[src/rtl/dht_pkg.sv]
// Shared definitions for the multi-channel DHT11 request controller:
// request/status codes, frame byte positions, FSM encoding and frame helpers.
package dht_pkg;

  localparam int FRAME_W = 40;

  // Byte k of a frame sits at frame[8k+7:8k], first-received bit at frame[8k].
  localparam logic [2:0] BYTE_HUM_INT   = 3'd0;
  localparam logic [2:0] BYTE_HUM_FRAC  = 3'd1;
  localparam logic [2:0] BYTE_TEMP_INT  = 3'd2;
  localparam logic [2:0] BYTE_TEMP_FRAC = 3'd3;
  localparam logic [2:0] BYTE_CHECKSUM  = 3'd4;

  localparam logic [7:0] INFO_INVALID = 8'hFF;

  typedef enum logic [1:0] {
    REQ_HUM_INT   = 2'b00,
    REQ_TEMP_INT  = 2'b01,
    REQ_STATUS    = 2'b10,
    REQ_TEMP_FRAC = 2'b11
  } req_code_t;

  // Cause of the last attempt; its value is also the status response byte.
  typedef enum logic [1:0] {
    CAUSE_OK       = 2'd0,
    CAUSE_TIMEOUT  = 2'd1,
    CAUSE_DRV_ERR  = 2'd2,
    CAUSE_CHECKSUM = 2'd3
  } cause_t;

  typedef enum logic [2:0] {
    ST_IDLE,
    ST_RST_PULSE,
    ST_SETTLE,
    ST_START,
    ST_WAIT,
    ST_CHECK,
    ST_RESPOND
  } state_t;

  // Returns byte k in normal bit order (bits arrive MSB first, stored LSB first).
  function automatic logic [7:0] frame_byte(input logic [FRAME_W-1:0] f, input logic [2:0] k);
    logic [7:0] raw;
    case (k)
      BYTE_HUM_INT:   raw = f[7:0];
      BYTE_HUM_FRAC:  raw = f[15:8];
      BYTE_TEMP_INT:  raw = f[23:16];
      BYTE_TEMP_FRAC: raw = f[31:24];
      default:        raw = f[39:32];
    endcase
    frame_byte = {<<{raw}};
  endfunction

  function automatic logic checksum_ok(input logic [FRAME_W-1:0] f);
    logic [7:0] sum;
    sum = frame_byte(f, BYTE_HUM_INT) + frame_byte(f, BYTE_HUM_FRAC) +
          frame_byte(f, BYTE_TEMP_INT) + frame_byte(f, BYTE_TEMP_FRAC);
    checksum_ok = (sum == frame_byte(f, BYTE_CHECKSUM));
  endfunction

  // Response byte for a request answered with good data.
  function automatic logic [7:0] answer(input req_code_t code, input logic [FRAME_W-1:0] f,
                                        input cause_t cause);
    case (code)
      REQ_HUM_INT:   answer = frame_byte(f, BYTE_HUM_INT);
      REQ_TEMP_INT:  answer = frame_byte(f, BYTE_TEMP_INT);
      REQ_TEMP_FRAC: answer = frame_byte(f, BYTE_TEMP_FRAC);
      default:       answer = {6'b0, cause};
    endcase
  endfunction

endpackage

[src/rtl/dht_multi_request_ctrl_if.sv]
// Request/response handshake between the main control FSM (master) and the
// DHT request controller (slave).
//   req_valid/req_ready/req_channel/req_code : request channel
//   resp_valid/resp_ready/information/resp_error : response channel
interface dht_multi_request_ctrl_if #(
  parameter int CH_W = 2
);
  logic            req_valid;
  logic            req_ready;
  logic [CH_W-1:0] req_channel;
  logic [1:0]      req_code;
  logic            resp_valid;
  logic            resp_ready;
  logic [7:0]      information;
  logic            resp_error;

  modport master (
    output req_valid, req_channel, req_code, resp_ready,
    input  req_ready, resp_valid, information, resp_error
  );

  modport slave (
    input  req_valid, req_channel, req_code, resp_ready,
    output req_ready, resp_valid, information, resp_error
  );
endinterface

[src/rtl/dht_cycle_timer.sv]
// Loadable down-counter. load/value start a new interval; done is high while
// the count is zero, so loading N-1 gives an interval of exactly N cycles.
//   clock, rst_n : clock and async active-low reset
//   load, value  : start interval
//   done         : interval finished
module dht_cycle_timer #(
  parameter int W = 32
) (
  input  logic         clock,
  input  logic         rst_n,
  input  logic         load,
  input  logic [W-1:0] value,
  output logic         done
);
  logic [W-1:0] count;

  always_ff @(posedge clock or negedge rst_n) begin
    if (!rst_n) begin
      count <= '0;
    end else if (load) begin
      count <= value;
    end else if (count != '0) begin
      count <= count - W'(1);
    end
  end

  assign done = (count == '0);
endmodule

[src/rtl/dht_multi_request_ctrl.sv]
// Serves byte-wide DHT11 info requests for CHANNELS sensors. A miss runs a
// reset pulse / settle / start / wait sequence on the selected driver, checks
// the frame and retries up to MAX_RETRY times; good frames are cached for
// CACHE_CYCLES cycles and later requests inside that window are answered
// directly.
//   clock, rst_n      : clock and async active-low reset
//   bus (slave)       : request/response handshake
//   drv_rst/drv_start : per-channel driver reset and one-cycle start pulse
//   drv_frame/drv_done/drv_error : per-channel driver results
module dht_multi_request_ctrl
  import dht_pkg::*;
#(
  parameter int CHANNELS       = 4,
  parameter int CH_W           = 2,
  parameter int RST_CYCLES     = 100_000_000,
  parameter int SETTLE_CYCLES  = 1_000,
  parameter int TIMEOUT_CYCLES = 50_000_000,
  parameter int MAX_RETRY      = 2,
  parameter int CACHE_CYCLES   = 100_000_000
) (
  input  logic                      clock,
  input  logic                      rst_n,
  dht_multi_request_ctrl_if.slave   bus,
  output logic [CHANNELS-1:0]       drv_rst,
  output logic [CHANNELS-1:0]       drv_start,
  input  logic [FRAME_W*CHANNELS-1:0] drv_frame,
  input  logic [CHANNELS-1:0]       drv_done,
  input  logic [CHANNELS-1:0]       drv_error
);
  localparam int CNT_W = 32;
  localparam int NSLOT = 1 << CH_W;  // every req_channel value has a slot
  localparam logic [CNT_W-1:0] RST_LOAD     = CNT_W'(RST_CYCLES - 1);
  localparam logic [CNT_W-1:0] SETTLE_LOAD  = CNT_W'(SETTLE_CYCLES - 1);
  localparam logic [CNT_W-1:0] TIMEOUT_LOAD = CNT_W'(TIMEOUT_CYCLES - 1);
  localparam logic [CNT_W-1:0] AGE_MAX      = CNT_W'(CACHE_CYCLES);
  localparam logic [7:0]       RETRY_LIM    = 8'(MAX_RETRY);

  state_t state, next_state;
  logic [CH_W-1:0] ch_q;
  req_code_t       code_q;
  logic [7:0]      retry_q;
  logic [7:0]      info_q;
  logic            err_q;

  logic            tmr_load, tmr_done;
  logic [CNT_W-1:0] tmr_value;
  logic            retry_inc, store_en, fail, resp_load, resp_err_n;
  cause_t          fail_cause;
  logic [7:0]      resp_info_n;
  logic            req_ch_ok;

  logic [FRAME_W-1:0] frame_in    [NSLOT];
  logic               done_in     [NSLOT];
  logic               error_in    [NSLOT];
  logic [FRAME_W-1:0] cache_frame [NSLOT];
  logic               cache_valid [NSLOT];
  logic [CNT_W-1:0]   cache_age   [NSLOT];
  cause_t             cache_cause [NSLOT];

  dht_cycle_timer #(.W(CNT_W)) u_timer (
    .clock (clock),
    .rst_n (rst_n),
    .load  (tmr_load),
    .value (tmr_value),
    .done  (tmr_done)
  );

  assign req_ch_ok       = 32'(bus.req_channel) < 32'(CHANNELS);
  assign bus.req_ready   = rst_n && (state == ST_IDLE);
  assign bus.resp_valid  = (state == ST_RESPOND);
  assign bus.information = info_q;
  assign bus.resp_error  = err_q;

  for (genvar c = 0; c < NSLOT; c++) begin : g_slot
    logic               sel;
    logic               valid_r;
    logic [CNT_W-1:0]   age_r;
    cause_t             cause_r;
    logic [FRAME_W-1:0] frame_r;

    assign sel = (ch_q == CH_W'(c));

    if (c < CHANNELS) begin : g_io
      assign frame_in[c]  = drv_frame[FRAME_W*c +: FRAME_W];
      assign done_in[c]   = drv_done[c];
      assign error_in[c]  = drv_error[c];
      assign drv_rst[c]   = sel && (state == ST_RST_PULSE);
      assign drv_start[c] = sel && (state == ST_START);
    end else begin : g_tie
      assign frame_in[c] = '0;
      assign done_in[c]  = 1'b0;
      assign error_in[c] = 1'b0;
    end

    // A failed read leaves an existing entry untouched; only the cause moves.
    always_ff @(posedge clock or negedge rst_n) begin
      if (!rst_n) begin
        valid_r <= 1'b0;
        age_r   <= '0;
        cause_r <= CAUSE_OK;
      end else begin
        if (store_en && sel) begin
          valid_r <= 1'b1;
          age_r   <= '0;
        end else if (valid_r && age_r < AGE_MAX) begin
          age_r <= age_r + CNT_W'(1);
        end
        if (fail && sel) cause_r <= fail_cause;
        else if (store_en && sel) cause_r <= CAUSE_OK;
      end
    end

    // NOTE: frame storage has no reset; valid_r alone decides whether it is read.
    always_ff @(posedge clock) begin
      if (store_en && sel) frame_r <= frame_in[c];
    end

    assign cache_valid[c] = valid_r;
    assign cache_age[c]   = age_r;
    assign cache_cause[c] = cause_r;
    assign cache_frame[c] = frame_r;
  end

  // NOTE: state registers use non-blocking assignments so every flop samples
  // pre-edge values regardless of statement order.
  always_ff @(posedge clock or negedge rst_n) begin
    if (!rst_n) begin
      state   <= ST_IDLE;
      ch_q    <= '0;
      code_q  <= REQ_HUM_INT;
      retry_q <= '0;
      info_q  <= 8'h00;
      err_q   <= 1'b0;
    end else begin
      state <= next_state;
      if (state == ST_IDLE && bus.req_valid) begin
        ch_q   <= bus.req_channel;
        code_q <= req_code_t'(bus.req_code);
      end
      if (retry_inc) retry_q <= retry_q + 8'd1;
      else if (state == ST_RESPOND && bus.resp_ready) retry_q <= '0;
      if (resp_load) begin
        info_q <= resp_info_n;
        err_q  <= resp_err_n;
      end
    end
  end

  // NOTE: every output of this block gets a default first, so no path can
  // leave one unassigned and infer a latch.
  always_comb begin
    next_state  = state;
    tmr_load    = 1'b0;
    tmr_value   = '0;
    retry_inc   = 1'b0;
    store_en    = 1'b0;
    fail        = 1'b0;
    fail_cause  = CAUSE_OK;
    resp_load   = 1'b0;
    resp_info_n = 8'h00;
    resp_err_n  = 1'b0;
    case (state)
      ST_IDLE: if (bus.req_valid) begin
        if (!req_ch_ok) begin
          next_state  = ST_RESPOND;
          resp_load   = 1'b1;
          resp_info_n = INFO_INVALID;
          resp_err_n  = 1'b1;
        end else if (cache_valid[bus.req_channel] && cache_age[bus.req_channel] < AGE_MAX) begin
          next_state  = ST_RESPOND;
          resp_load   = 1'b1;
          resp_info_n = answer(req_code_t'(bus.req_code), cache_frame[bus.req_channel],
                               cache_cause[bus.req_channel]);
        end else begin
          next_state = ST_RST_PULSE;
          tmr_load   = 1'b1;
          tmr_value  = RST_LOAD;
        end
      end
      ST_RST_PULSE: if (tmr_done) begin
        next_state = ST_SETTLE;
        tmr_load   = 1'b1;
        tmr_value  = SETTLE_LOAD;
      end
      ST_SETTLE: if (tmr_done) next_state = ST_START;
      ST_START: begin
        next_state = ST_WAIT;
        tmr_load   = 1'b1;
        tmr_value  = TIMEOUT_LOAD;
      end
      // drv_done is tested first so it wins over a coinciding timeout.
      ST_WAIT: begin
        if (done_in[ch_q]) begin
          next_state = ST_CHECK;
        end else if (tmr_done) begin
          fail       = 1'b1;
          fail_cause = CAUSE_TIMEOUT;
        end
      end
      ST_CHECK: begin
        if (error_in[ch_q]) begin
          fail       = 1'b1;
          fail_cause = CAUSE_DRV_ERR;
        end else if (!checksum_ok(frame_in[ch_q])) begin
          fail       = 1'b1;
          fail_cause = CAUSE_CHECKSUM;
        end else begin
          store_en    = 1'b1;
          next_state  = ST_RESPOND;
          resp_load   = 1'b1;
          resp_info_n = answer(code_q, frame_in[ch_q], CAUSE_OK);
        end
      end
      ST_RESPOND: if (bus.resp_ready) next_state = ST_IDLE;
      default: next_state = ST_IDLE;
    endcase

    if (fail) begin
      if (retry_q < RETRY_LIM) begin
        retry_inc  = 1'b1;
        next_state = ST_RST_PULSE;
        tmr_load   = 1'b1;
        tmr_value  = RST_LOAD;
      end else begin
        next_state = ST_RESPOND;
        resp_load  = 1'b1;
        if (code_q == REQ_STATUS) begin
          resp_info_n = {6'b0, fail_cause};
        end else begin
          resp_info_n = INFO_INVALID;
          resp_err_n  = 1'b1;
        end
      end
    end
  end
endmodule

[src/flat_wrapper.sv]
// flat-port wrapper written by rule: the top's interface ports become plain ports
module dht_multi_request_ctrl_flat import dht_pkg::*;
#(
  parameter int CHANNELS       = 4,
  parameter int CH_W           = 2,
  parameter int RST_CYCLES     = 100_000_000,
  parameter int SETTLE_CYCLES  = 1_000,
  parameter int TIMEOUT_CYCLES = 50_000_000,
  parameter int MAX_RETRY      = 2,
  parameter int CACHE_CYCLES   = 100_000_000
)
  (clock, rst_n, drv_rst, drv_start, drv_frame, drv_done, drv_error, bus_req_valid, bus_req_channel, bus_req_code, bus_resp_ready, bus_req_ready, bus_resp_valid, bus_information, bus_resp_error);
  dht_multi_request_ctrl_if #(.CH_W(CH_W)) bus_i ();
  input  logic clock;
  input  logic rst_n;
  output logic [CHANNELS-1:0] drv_rst;
  output logic [CHANNELS-1:0] drv_start;
  input  logic [FRAME_W*CHANNELS-1:0] drv_frame;
  input  logic [CHANNELS-1:0] drv_done;
  input  logic [CHANNELS-1:0] drv_error;
  input wire logic [$bits(bus_i.req_valid)-1:0] bus_req_valid;
  input wire logic [$bits(bus_i.req_channel)-1:0] bus_req_channel;
  input wire logic [$bits(bus_i.req_code)-1:0] bus_req_code;
  input wire logic [$bits(bus_i.resp_ready)-1:0] bus_resp_ready;
  output wire logic [$bits(bus_i.req_ready)-1:0] bus_req_ready;
  output wire logic [$bits(bus_i.resp_valid)-1:0] bus_resp_valid;
  output wire logic [$bits(bus_i.information)-1:0] bus_information;
  output wire logic [$bits(bus_i.resp_error)-1:0] bus_resp_error;
  assign bus_i.req_valid = bus_req_valid;
  assign bus_i.req_channel = bus_req_channel;
  assign bus_i.req_code = bus_req_code;
  assign bus_i.resp_ready = bus_resp_ready;
  assign bus_req_ready = bus_i.req_ready;
  assign bus_resp_valid = bus_i.resp_valid;
  assign bus_information = bus_i.information;
  assign bus_resp_error = bus_i.resp_error;
  dht_multi_request_ctrl #(.CHANNELS(CHANNELS), .CH_W(CH_W), .RST_CYCLES(RST_CYCLES), .SETTLE_CYCLES(SETTLE_CYCLES), .TIMEOUT_CYCLES(TIMEOUT_CYCLES), .MAX_RETRY(MAX_RETRY), .CACHE_CYCLES(CACHE_CYCLES)) u_core (.clock(clock), .rst_n(rst_n), .bus(bus_i), .drv_rst(drv_rst), .drv_start(drv_start), .drv_frame(drv_frame), .drv_done(drv_done), .drv_error(drv_error));
endmodule
[config.mk]
export PLATFORM = sky130hd
export DESIGN_NAME = dht_multi_request_ctrl_flat
export DESIGN_NICKNAME = d
export VERILOG_FILES = /design/src/rtl/dht_pkg.sv /design/src/rtl/dht_multi_request_ctrl_if.sv /design/src/rtl/dht_cycle_timer.sv /design/src/rtl/dht_multi_request_ctrl.sv /design/src/flat_wrapper.sv
export SDC_FILE = /design/constraint.sdc
export NUM_CORES = 1
export LEC_CHECK = 0
export BUFFER_PORTS_ARGS = -buffer_cell sky130_fd_sc_hd__buf_2
export CORE_MARGIN = 4
export CORE_UTILIZATION = 39
export DETAILED_ROUTE_END_ITERATION = 10
export PLACE_DENSITY_LB_ADDON = 0.15
export SLEW_MARGIN = 20
export SYNTH_ARGS = -nofsm -noshare
export SYNTH_HDL_FRONTEND = slang
export SYNTH_HIERARCHICAL = 1
export SYNTH_SLANG_ARGS = --single-unit
export TNS_END_PERCENT = 20
[constraint.sdc]
create_clock -name clock -period 7.2 [get_ports clock]
set_input_delay 1.08 -clock clock [delete_from_list [all_inputs] [get_ports clock]]
set_output_delay 1.08 -clock clock [all_outputs]
set_load 0.02 [all_outputs]
### Yosys cells after proc, flatten, opt, wreduce, memory -nomap -nowiden

Index checks and enable logic that the tools add are counted.

* bits in registers: 356
* word-level logic and storage cells: 211

* add/subtract/negate cells: 9
* magnitude comparators: 8
* equality and inequality tests: 22
* muxes and demuxes: 106
* bitwise gates (word level): 2
* reduce and logical (&&, ||, !) cells: 41

Operators with widths (count)
* $mux 32: 17
* $bmux 40 s2: 2
* $lt 32x27->1 const B: 5
* $mux 8: 19
* $add 32x1->32 const B: 4
* $pmux 32 s3: 1
* $mux 40: 2
* $bmux 32 s2: 1
* $pmux 8 s3: 2
* $logic_not 32->1: 1
* $reduce_bool 32->1: 1
* $sub 32x1->32 const B: 1
* $mux 3: 10
* $mux 1: 27
* $mux 27: 1
* $mux 2: 13
* $add 8x8->8: 3
* $logic_and 1x1->1: 24
* $pmux 3 s7: 1
* $reduce_bool 2->1: 10
* $pmux 8 s2: 1
* $ne 3x1->1 const B: 4
* $eq 2x2->1 const B: 5
* $mux 10: 1
* 18 further kinds: 32

### Depth between registers and ports, before layout

* depth in word-level cells: 16
* mapped depth: 25
* mapped depth without buffers: 18

### Modules after synthesis

The synthesis kept the hierarchy.

By module, submodules not included
* dht_multi_request_ctrl: instances 1, cells an instance 1192, area an instance 13905.8 µm², seq. area each 6986.7 µm²
* dht_cycle_timer: instances 1, cells an instance 209, area an instance 1893.1 µm², seq. area each 800.8 µm²

### Worst setup path before layout

OpenSTA, ideal clock, no wires.

* path type: reg2reg
* from: register u_core.ch_q[0]
* to: register u_core.u_timer.count[3]
* arrival: 5991 ps
* data required time: 7067 ps
* path slack: 1076 ps
* cell stages (with the launch flop): 26
* clock period less this slack: 6124 ps
* cells stage by stage: dfrtp_1 -> buf_4 -> buf_4 -> buf_2 -> buf_1 -> clkbuf_1 -> mux4_2 -> inv_1 -> fa_1 -> inv_1 -> fa_1 -> ha_1 -> fa_1 -> a21o_1 -> a21oi_1 -> o21ai_0 -> xnor2_1 -> and4_1 -> buf_4 -> nor2_1 -> o21ai_2 -> o211ai_1 -> clkbuf_1 -> clkbuf_1 -> a21oi_1 -> o41ai_1

* word-level cells in the longest chain between the ends: 15
* elaborated cells between the ends (all ways): 32
* classes of those cells: add/sub: 3; eq/ne: 1; mux: 26; bitwise: 1; reduce/logical: 1

Ends and longest elaborated chain
* from (decl): RTL line dht_multi_request_ctrl.sv:39 `logic [CH_W-1:0] ch_q;`
* from (signal assigned): RTL line dht_multi_request_ctrl.sv:137 `ch_q <= bus.req_channel;`
* $not 2->3 (not written as such) *: RTL line dht_multi_request_ctrl.sv:193, dht_multi_request_ctrl.sv:201, dht_multi_request_ctrl.sv:204
* $bmux 40 s2: RTL line dht_multi_request_ctrl.sv:204 `end else if (!checksum_ok(frame_in[ch_q])) begin`
* $mux 40 (2 in a row)
* $mux 8: RTL line dht_multi_request_ctrl.sv:201 `if (error_in[ch_q]) begin`
* $mux 8: RTL line dht_multi_request_ctrl.sv:162 `case (state)`
* $add 8x8->8 (2 in a row): RTL line dht_pkg.sv:56 `sum = frame_byte(f, BYTE_HUM_INT) + frame_byte(f, BYTE_HUM_FRAC) +`
* $add 8x8->8: RTL line dht_pkg.sv:57 `frame_byte(f, BYTE_TEMP_INT) + frame_byte(f, BYTE_TEMP_FRAC);`
* $eq 8x8->1: RTL line dht_pkg.sv:58 `checksum_ok = (sum == frame_byte(f, BYTE_CHECKSUM));`
* $mux 1: RTL line dht_multi_request_ctrl.sv:204
* $mux 1: RTL line dht_multi_request_ctrl.sv:201
* $pmux 1 s2 *: RTL line dht_multi_request_ctrl.sv:162
* $mux 1 *: RTL line dht_multi_request_ctrl.sv:218 `if (fail) begin`
* via u_core.tmr_load: RTL line dht_multi_request_ctrl.sv:45 `logic tmr_load, tmr_done;`
* $mux 32 / $reduce_bool 2->1 (equally long branches)
* to (signal assigned): RTL line dht_cycle_timer.sv:21 `count <= value;`
* to (signal assigned): RTL line dht_cycle_timer.sv:23 `count <= count - W'(1);`
* to (decl): RTL line dht_cycle_timer.sv:15 `logic [W-1:0] count;`

Mark *: on every way through the listed nets, which the timed path passes. The rest lies on a longest branch. The select of a mux whose other input is x is not followed.
A chain may end at the register's enable or synchronous reset.

### Final worst setup path

* from: register u_core.ch_q[0]
* to: register u_core.u_timer.count[15]

The elaborated chain is that of the path after synthesis.

==> flow_summary.toml <==
[yosys]
syn_area_sq_um = 15800
synth_common_cells = "dfrtp_1, nor2_1, edfxtp_1"
synthMuxAreaShare_pct = 12.3
synth-main-ff-cell = "dfrtp_1"
syn_avg_cell_area_sq_um = 11.3
yosysSeqAreaShare_pct = 49.3
synthSimpleGateAreaFrac_pct = 17.7
yosys.area.top_type = "dfrtp_1"
synth_fa_ha_area_share_pct = 2.80
synthCells = 1401
synth_top_family_by_area = "simple AND/OR/NAND/NOR gates"
synth_enable_flop_cells = 96
ys_types = 75
synth-compound-area-share_pct = 9.55
synth_most_common_cell = "dfrtp_1"
async_reset_ff_share_pct = 67.1
synth_warnings = 6
ys_seq_elements = 292
synth_xor_area_share_pct = 5.01
synthTopCellsByArea = "dfrtp_1, edfxtp_1, mux4_2"
yosys.area.top_type_share_pct = 31.0

[finish]
fin_cells = 2148
drive_gt1_share_pct = 23.3
area.growth.synth_to_final_pct = 17.2
fin_nets = 1797

[placement]
dpl.hpwl_um = 29300
place_congestion = 0.823
port_buffers = 194
dp_cells = 2082

[floorplan]
core_sq_um = 39900
std_cell_rows = 73
initial_core_util_pct = 39.6
die_y_um = 209
io_pins = 195
dieArea_sq_um = 43800
die_w_um = 209

[global_route]
antenna_found_initial = 3
overflow = 0
grt_pass1_vias = 11900
grt_pass1_wl_um = 66800
grt_max_degree = 74
track_usage_pct = 19.0

[setup_path]
reg2reg_slack_ns = 1.17
worstPathMaxFanout = 63
r2r_start = "u_core/ch_q[0]"
max_stage_delay_ns = 0.96
crit_path_top_delay_cell = "dfrtp_4"
cp_cell_sequence = "mux4_2 -> inv_1 -> fa_1 -> inv_1 -> fa_1 -> ha_1 -> fa_1 -> a21o_1 -> a21oi_1 -> o21ai_0 -> xnor2_1 -> and4_1 -> nor2_1 -> o21ai_2 -> o211ai_1 -> buf_12 -> or2_2 -> o21ai_0"
r2r_end = "u_core/u_timer/count[15]"
worstSetupPathType = "reg -> reg"
crit_required_ns = 7.64
reg2reg_depth = 18
worstPathBufferInverterCount = 3
start_kind = "flop"
end_kind = "flop"
arrival_ns = 6.46
crit_family = "adder cells"
cpMostUsedCell = "fa_1"

[clocking]
root_buffer = "clkbuf_16"
clockBufferDepth = 3
clock-sinks = 292
clkLatencyLatePin_ns = 0.54
path_clk_slew_ns = 0.06
postCtsSetupBuffers = 0
holdBufCountCts = 0
cts_max_level = 2
post_cts_resized = 0
cts_tree = "done"
cts_made_buffers = 35

[timing]
min_period_ns = 6.03
slew_headroom_pct = 34.6
fmax_mhz = 166
worstMarginPinSlew_ns = 0.981
final_max_slew_viol_count = 0
timing.final.hold_violations = 0
tns_ns = 0
setup_viol = 0
rsz0062_at_grt = "no"
fin_skew_ns = 0.0172
min_period_over_period_pct = 83.7

[detailed_routing]
via_count = 11800
drc_errors = 0
viasPerCell = 5.49
wl_um = 41700
drt_pass1_iterations = 5
postRouteAntennaNets = 0
drt_iter0_markers = 782
avgRoutedWirePerCell_um = 19.4

[run_status]
outcome = "completed"

[power]
peakVddDrop_mv = 0.360
power_per_cell_area_nw_per_um2 = 443
power.total_w = 0.00820
p_leak_nw = 7.54

[worst_hold_path]
min_to = "u_core/g_slot[3].valid_r"
hp-class = "reg -> reg"
holdCritStartpoint = "u_core/g_slot[3].valid_r"
hold_path_depth = 1

[flow_run]
cap_violations = 0
-- worst max path at each step --
stage	slack [ns]	end	cells after the start	start
after CTS	1.11	u_core/u_timer/count[15]	18	u_core/ch_q[0]
after floorplan	1.08	u_core/u_timer/count[3]	25	u_core/ch_q[0]
after detailed placement	1.09	u_core/u_timer/count[12]	19	drv_frame[134]
after global routing	0.65	u_core/u_timer/count[12]	18	u_core/ch_q[0]
final	1.17	u_core/u_timer/count[15]	18	u_core/ch_q[0]
after global placement	1.20	u_core/u_timer/count[17]	19	drv_frame[134]
-- placed cells by master, fill, tap and decap left out, types with 4 or more instances in the layout --
cell / instances
clkbuf_16: 38
or4_1: 22
a31oi_1: 5
mux2i_1: 19
nand2_1: 93
mux4_2: 74
nor2b_1: 27
nand4_1: 50
nor2_1: 105
or3_1: 44
o31ai_1: 32
nand3_1: 42
clkbuf_1: 13
fa_1: 14
dfrtp_1: 194
a211o_1: 10
o21ai_0: 71
inv_1: 66
nand2b_1: 8
and3_1: 16
mux2_2: 7
and2_1: 23
nor3_1: 31
a21o_1: 4
clkinv_2: 4
a22o_1: 5
o21ai_1: 4
edfxtp_1: 96
nor4_1: 21
xor2_1: 39
a211oi_1: 5
clkbuf_8: 7
or2_2: 8
a21oi_1: 79
buf_2: 193
buf_4: 18
xnor2_1: 47
ha_1: 13
conb_1: 7
-- per-layer routing --
metal  up-vias  GRT usage [%]  wire [um]
li1       5565              -          -
met1      5885           27.1      18900
met2       296           29.9      19400
met3        52           3.95       2660
met4         0           4.66        847
met5         -              0          0
-- flip-flops by register name (all words and copies together) (netlist names) --
signal,cells
u_core/g_slot.age_r,128
u_core/g_slot.frame_r,96
u_core/u_timer/count,32
u_core/bus.information,8
u_core/g_slot.cause_r,8
u_core/retry_q,8
u_core/g_slot.valid_r,4
u_core/state,3
u_core/ch_q,2
u_core/code_q,2
u_core/bus.resp_error,1
-- per-stage QoR --
stage / instance area [sq um] / hold WS (ns) / setup WS [ns] / utilization [%]
2_1_floorplan: 15800 / 0.430 / 1.08 / -
3_3_place_gp: 17400 / 0.446 / 1.20 / 43.5
3_5_place_dp: 17400 / 0.451 / 1.09 / 43.5
4_1_cts: 18500 / 0.466 / 1.11 / 46.4
5_1_grt: 18500 / 0.477 / 0.655 / 46.4
6_report: 18500 / 0.460 / 1.17 / 46.4
-- worst reg2reg max path: cells and delay by family (launching register included) --
kind | cells | cell delay [ns]
AOI/OAI and AO/OA | 6 | 1.25
xor gates and xnor gates | 1 | 0.21
adders and majority gates | 4 | 1.44
buffers and inverters | 3 | 0.44
DFF | 1 | 0.96
muxes | 1 | 0.66
and+or+nand+nor | 3 | 0.97
-- layout make-up --
cell class / count / area (sq um)
Timing Repair Buffer: 215 / 1170
Fill cell: 3707 / 21400
Clock buffer: 57 / 1080
Clock inverter: 6 / 57.6
Multi-Input combinational cell: 984 / 7500
Antenna cell: 3 / 7.51
Tap cell: 525 / 657
Inverter: 66 / 248
Sequential cell: 292 / 7790
-- where the power goes --
part | internal (W) | switching, W | total, W
Combinational | 0.00177 | 0.00220 | 0.00397
Sequential | 0.00204 | 0.000432 | 0.00247
Clock | 0.00106 | 0.000694 | 0.00176
-- cells by family after synthesis --
logic type      count (synthesis)
mux                           100
buf+inv                       131
fa+ha+maj                      27
simple gates                  517
compound gates                245
flops                         292
other cells                     1
xor+xnor                       88
Power figures use the tool's default switching activity.
